### src/rtl/lc3b_types.sv
// Shared LC-3b memory-system types: word/line widths, arbiter state
// encoding, transaction op code and the default abort timeout.
package lc3b_types;

  typedef logic [15:0]  lc3b_word;
  typedef logic [127:0] lc3b_line;

  typedef enum logic [1:0] {
    ARB_IDLE    = 2'd0,
    ARB_GRANT_I = 2'd1,
    ARB_GRANT_D = 2'd2
  } arb_state_e;

  typedef enum logic {
    OP_READ  = 1'b0,
    OP_WRITE = 1'b1
  } mem_op_e;

  // Cycles a granted transaction may wait for pmem_resp before it is aborted.
  localparam int unsigned ARB_TIMEOUT_CYCLES = 255;

  // Timeout counter width: wide enough for the limit, never narrower than 8.
  function automatic int unsigned timeout_cnt_width(input int unsigned cycles);
    int unsigned w;
    w = $clog2(cycles + 1);
    return (w > 8) ? w : 8;
  endfunction

endpackage

### src/rtl/mem_arbiter.sv
// Two-port (I-cache / D-cache) arbiter in front of a single physical memory.
// One transaction at a time; the winner's request is latched on the grant
// edge, so requesters may drop or change their inputs mid-grant. A stalled
// transaction is aborted after TIMEOUT_CYCLES grant cycles.
module mem_arbiter
  import lc3b_types::*;
#(
  parameter int unsigned TIMEOUT_CYCLES = ARB_TIMEOUT_CYCLES
) (
  input  logic     clk,
  input  logic     reset_n,
  // I-cache port
  input  logic     i_read,
  input  logic     i_write,
  input  lc3b_word i_address,
  input  lc3b_line i_wdata,
  output logic     i_resp,
  output lc3b_line i_rdata,
  // D-cache port
  input  logic     d_read,
  input  logic     d_write,
  input  lc3b_word d_address,
  input  lc3b_line d_wdata,
  output logic     d_resp,
  output lc3b_line d_rdata,
  // physical memory port
  output logic     pmem_read,
  output logic     pmem_write,
  output lc3b_word pmem_address,
  output lc3b_line pmem_wdata,
  input  lc3b_line pmem_rdata,
  input  logic     pmem_resp,
  // abort indication
  output logic     timeout_err
);

  localparam int unsigned CNT_W = timeout_cnt_width(TIMEOUT_CYCLES);
  // r_count holds the grant cycles already spent waiting, so the abort
  // fires in the TIMEOUT_CYCLES-th grant cycle.
  localparam logic [CNT_W-1:0] CNT_LAST = CNT_W'(TIMEOUT_CYCLES - 1);

  arb_state_e       r_state;
  arb_state_e       w_next;
  logic             r_prio;     // 0: D wins a tie, 1: I wins a tie
  logic [CNT_W-1:0] r_count;
  lc3b_word         r_addr;
  lc3b_line         r_wdata;
  mem_op_e          r_op;

  logic w_i_pend;
  logic w_d_pend;
  logic w_granted;
  logic w_timeout;
  logic w_done;

  assign w_i_pend  = i_read | i_write;
  assign w_d_pend  = d_read | d_write;
  assign w_granted = (r_state != ARB_IDLE);
  // A response arriving in the last allowed cycle completes normally.
  assign w_timeout = w_granted && !pmem_resp && (r_count == CNT_LAST);
  assign w_done    = w_granted && (pmem_resp || w_timeout);

  // State register; reset abandons any transaction in flight.
  // NOTE: clocked state uses non-blocking assignments so every flop samples
  // pre-edge values regardless of process evaluation order.
  always_ff @(posedge clk or negedge reset_n) begin
    if (!reset_n) begin
      r_state <= ARB_IDLE;
    end else begin
      r_state <= w_next;
    end
  end

  // Next-state selection and all combinational outputs.
  // NOTE: every output is given a default before the case so no path leaves
  // a signal unassigned, which would otherwise infer a latch.
  always_comb begin
    w_next       = r_state;
    pmem_read    = 1'b0;
    pmem_write   = 1'b0;
    pmem_address = '0;
    pmem_wdata   = '0;
    i_resp       = 1'b0;
    i_rdata      = '0;
    d_resp       = 1'b0;
    d_rdata      = '0;
    timeout_err  = w_timeout;

    if (w_granted) begin
      pmem_address = r_addr;
      pmem_wdata   = r_wdata;
      pmem_write   = (r_op == OP_WRITE);
      pmem_read    = (r_op == OP_READ);
    end

    case (r_state)
      ARB_IDLE: begin
        if (w_i_pend && w_d_pend) begin
          w_next = r_prio ? ARB_GRANT_I : ARB_GRANT_D;
        end else if (w_i_pend) begin
          w_next = ARB_GRANT_I;
        end else if (w_d_pend) begin
          w_next = ARB_GRANT_D;
        end
      end
      ARB_GRANT_I: begin
        i_resp  = pmem_resp | w_timeout;
        i_rdata = w_timeout ? '0 : pmem_rdata;
        if (w_done) w_next = ARB_IDLE;
      end
      ARB_GRANT_D: begin
        d_resp  = pmem_resp | w_timeout;
        d_rdata = w_timeout ? '0 : pmem_rdata;
        if (w_done) w_next = ARB_IDLE;
      end
      default: w_next = ARB_IDLE;
    endcase
  end

  // Request latch, timeout counter and round-robin priority bit.
  always_ff @(posedge clk or negedge reset_n) begin
    if (!reset_n) begin
      r_addr  <= '0;
      r_wdata <= '0;
      r_op    <= OP_READ;
      r_count <= '0;
      r_prio  <= 1'b0;
    end else begin
      if (r_state == ARB_IDLE) begin
        // Write wins when a requester raises read and write together.
        if (w_next == ARB_GRANT_I) begin
          r_addr  <= i_address;
          r_wdata <= i_wdata;
          r_op    <= i_write ? OP_WRITE : OP_READ;
        end else if (w_next == ARB_GRANT_D) begin
          r_addr  <= d_address;
          r_wdata <= d_wdata;
          r_op    <= d_write ? OP_WRITE : OP_READ;
        end
        r_count <= '0;
      end else if (!w_done) begin
        r_count <= r_count + CNT_W'(1);
      end

      // The requester just served loses the next tie.
      if (w_done) begin
        r_prio <= (r_state == ARB_GRANT_I) ? 1'b0 : 1'b1;
      end
    end
  end

endmodule
### config.mk
export PLATFORM = sky130hd
export DESIGN_NAME = mem_arbiter
export DESIGN_NICKNAME = d
export VERILOG_FILES = /design/src/rtl/lc3b_types.sv /design/src/rtl/mem_arbiter.sv
export SDC_FILE = /design/constraint.sdc
export NUM_CORES = 1
export LEC_CHECK = 0
export CAP_MARGIN = 20
export CORE_AREA = 2 2 319 321
export CTS_CLUSTER_SIZE = 24
export DETAILED_ROUTE_END_ITERATION = 6
export DIE_AREA = 0 0 321 323
export DONT_BUFFER_PORTS = 1
export GPL_TIMING_DRIVEN = 0
export HOLD_SLACK_MARGIN = 0.1
export RECOVER_POWER = 50
export SLEW_MARGIN = 20
export SYNTH_ARGS = -nofsm -noshare
export SYNTH_HDL_FRONTEND = slang
export SYNTH_SLANG_ARGS = --single-unit
### constraint.sdc
create_clock -name clk -period 8.7 [get_ports clk]
set_input_delay 1.74 -clock clk [delete_from_list [all_inputs] [get_ports clk]]
set_output_delay 1.74 -clock clk [all_outputs]
set_load 0.03 [all_outputs]
==> impl_metrics.json <==
{
  "grt-ovfl-total": 0,
  "r2r_slack_ns": 2.97,
  "min_period_ns": 5.85,
  "r2r-end": "r_wdata[56]",
  "cts-resized-gates": 0,
  "final_common_cell": "and3_1",
  "fmax_mhz": 171,
  "port_buffers": 0,
  "syn-num-nets": 1610,
  "p_leak_nw": 5.60,
  "power_mw": 6.51,
  "antenna_found_initial": 76,
  "synth_edf_count": 0,
  "rsz0062_at_grt": "false",
  "viasPerCell": 3.94,
  "drc": 0,
  "worstHoldEndpoint": "r_wdata[27]",
  "cp_top_family": "buffers and inverters",
  "clk_path_buf_depth": 2,
  "clock-root-buffer": "clkbuf_16",
  "wl_per_cell_um": 32.2,
  "gp_congestion": 1.02,
  "drt_wl_total_um": 82800,
  "vias": 10100,
  "postRouteAntennaNets": 0,
  "tns_ns": 0,
  "synth_seq_area_share": 0.387,
  "fp.dieArea_um2": 104000,
  "worstSkewPairLatency_ns": 0.49,
  "cts_buffers": 17,
  "critPathLaunchType": "input pin",
  "slew_violations": 11,
  "path_buf_inv": 3,
  "ys_async_sr_fraction": 1.00,
  "cp_common_cell": "clkbuf_1",
  "start_util": 0.100,
  "rows": 117,
  "syn_to_final_growth_pct": 23.3,
  "critPathSlowestCell": "clkbuf_1",
  "dieWidth_um": 321,
  "grt_pass1_wl_um": 101000,
  "r2r_cells": 12,
  "fp.coreArea_um2": 101000,
  "violations": "max-capacitance violations, max-slew violations",
  "io_pins": 828,
  "cts_htree_levels": 4,
  "hp-class": "reg -> reg",
  "r2r-start": "r_state[0]",
  "synth.distinct_cells": 34,
  "synth-main-ff-cell": "dfrtp_1",
  "crit_arrival_ns": 6.19,
  "powerDensity_nw_per_um2": 523,
  "clock-sinks": 156,
  "syn_inst": 1180,
  "drt_first_pass_iters": 5,
  "drive_gt1_frac": 0.0602,
  "finClkSkew_ns": 0.0177,
  "status": "finished with violations",
  "syn_avg_cell_area_um2": 8.56,
  "grt_pass1_vias": 9270,
  "grt_max_degree": 157,
  "critical_path_cell_count": 9,
  "cts_setup_buffers": 0,
  "grt_usage": 0.152,
  "dp_hpwl_um": 72000,
  "final_nets": 1629,
  "cts_tree": "built",
  "slew_headroom": -0.127,
  "whs_path_depth": 2,
  "cap_violations": 1,
  "cts_hold_buf": 0,
  "fin_crit_sh": 0.672,
  "worstMarginPinSlew_ns": 1.69,
  "cp_max_fo": 10,
  "hold_viol_final": 0,
  "netlist_area_um2": 10100,
  "path_clk_slew_ns": 0.07,
  "end_kind": "flop",
  "required_ns": 9.04,
  "crit_path_max_incr_delay_ns": 0.99,
  "peakVddDrop_mv": 0.364,
  "min_from": "r_wdata[27]",
  "final_cell_mix": "258 x and3_1, 156 x dfrtp_1, 150 x o21ai_0",
  "crit_chain": "a21oi_1 -> nand3_1 -> a21oi_1 -> ha_1 -> clkbuf_1 -> clkbuf_1 -> clkbuf_1 -> mux2i_1 -> o21ai_0",
  "fin_util": 0.124,
  "die_h_um": 323,
  "yosysWarnings": 0,
  "drt-initial-drc-count": 701,
  "ys_seq_elements": 156,
  "finalSetupViolCount": 0,
  "criticalPathCategory": "in -> reg"
}
[cell families after synthesis]
family / Yosys count / share of synthesized area
xor+xnor: 2 / 0.00173
compound gates: 168 / 0.0862
buf+inv: 127 / 0.0545
simple gates: 574 / 0.318
fa+ha+maj: 7 / 0.00867
flops: 156 / 0.387
mux: 146 / 0.145
[area by class of cell]
class	count	area [µm²]
Antenna cell	50	125
Multi-Input combinational cell	897	5660
Tap cell	1309	1640
Clock buffer	18	429
Sequential cell	156	3900
Clock inverter	14	160
Fill cell	11700	88300
Buffer	121	510
Inverter	6	22.5
[layer usage]
layer | GRT usage | share of wire
met5 | 0 | 0.00042
met4 | 0.0709 | 0.049
met3 | 0.0444 | 0.080
met2 | 0.261 | 0.49
met1 | 0.173 | 0.38
[flip-flops by register name, summed over array words and instances, names as in the netlist]
| name | count |
|---|---|
| r_prio | 1 |
| r_op | 1 |
| r_count | 8 |
| r_state | 2 |
| r_addr | 16 |
| r_wdata | 128 |
[synth_stat cells, types with 3 or more instances]
| master | count | area, µm² |
|---|---|---|
| clkbuf_1 | 73 | 274 |
| a21oi_1 | 7 | 35.0 |
| clkbuf_2 | 21 | 105 |
| nand2_1 | 148 | 556 |
| and3_1 | 258 | 1610 |
| inv_1 | 6 | 22.5 |
| a31oi_1 | 3 | 18.8 |
| nand2b_1 | 4 | 25.0 |
| dfrtp_1 | 156 | 3900 |
| nor2_1 | 8 | 30.0 |
| o21ai_0 | 150 | 751 |
| ha_1 | 7 | 87.6 |
| mux2i_1 | 146 | 1460 |
| buf_2 | 23 | 115 |
| nor2b_1 | 145 | 907 |
[power by group]
part | internal, mW | total [mW] | switching [mW]
registers | 1.09 | 1.27 | 0.176
clock network | 0.427 | 0.790 | 0.363
logic | 0.990 | 4.45 | 3.46
[worst max path at each step]
stage                    start           end
floorplan            pmem_resp  i_rdata[110]
global placement     pmem_resp    r_addr[10]
detailed placement   pmem_resp    i_rdata[0]
CTS                  pmem_resp    i_rdata[0]
global route        r_state[0]   r_wdata[71]
finish               pmem_resp   r_wdata[56]
[worst reg2reg max path, cell delays in order, from the launching register on]
cell	delay (ns)
dfrtp_1	0.43
inv_1	0.10
ha_1	0.29
and4b_1	0.26
a21oi_1	0.43
nand3_1	0.13
a21oi_1	0.20
ha_1	0.17
clkbuf_1	0.99
clkbuf_1	0.88
clkbuf_1	0.90
mux2i_1	0.64
o21ai_0	0.15
[through the flow]
| stage | hold WS (ns) | instances | setup WS (ns) | instance area, µm² |
|---|---|---|---|---|
| 2_1_floorplan | 0.442 | 1180 | 4.29 | 10100 |
| 3_5_place_dp | 0.462 | 2489 | 3.43 | 11800 |
| 4_1_cts | 0.476 | 2521 | 3.43 | 12400 |
| 6_report | 0.473 | 2571 | 2.85 | 12500 |
| 5_1_grt | 0.498 | 2541 | 2.42 | 12400 |
| 3_3_place_gp | 0.455 | 2489 | 3.28 | 11700 |
(Power assumes the default switching activity.)
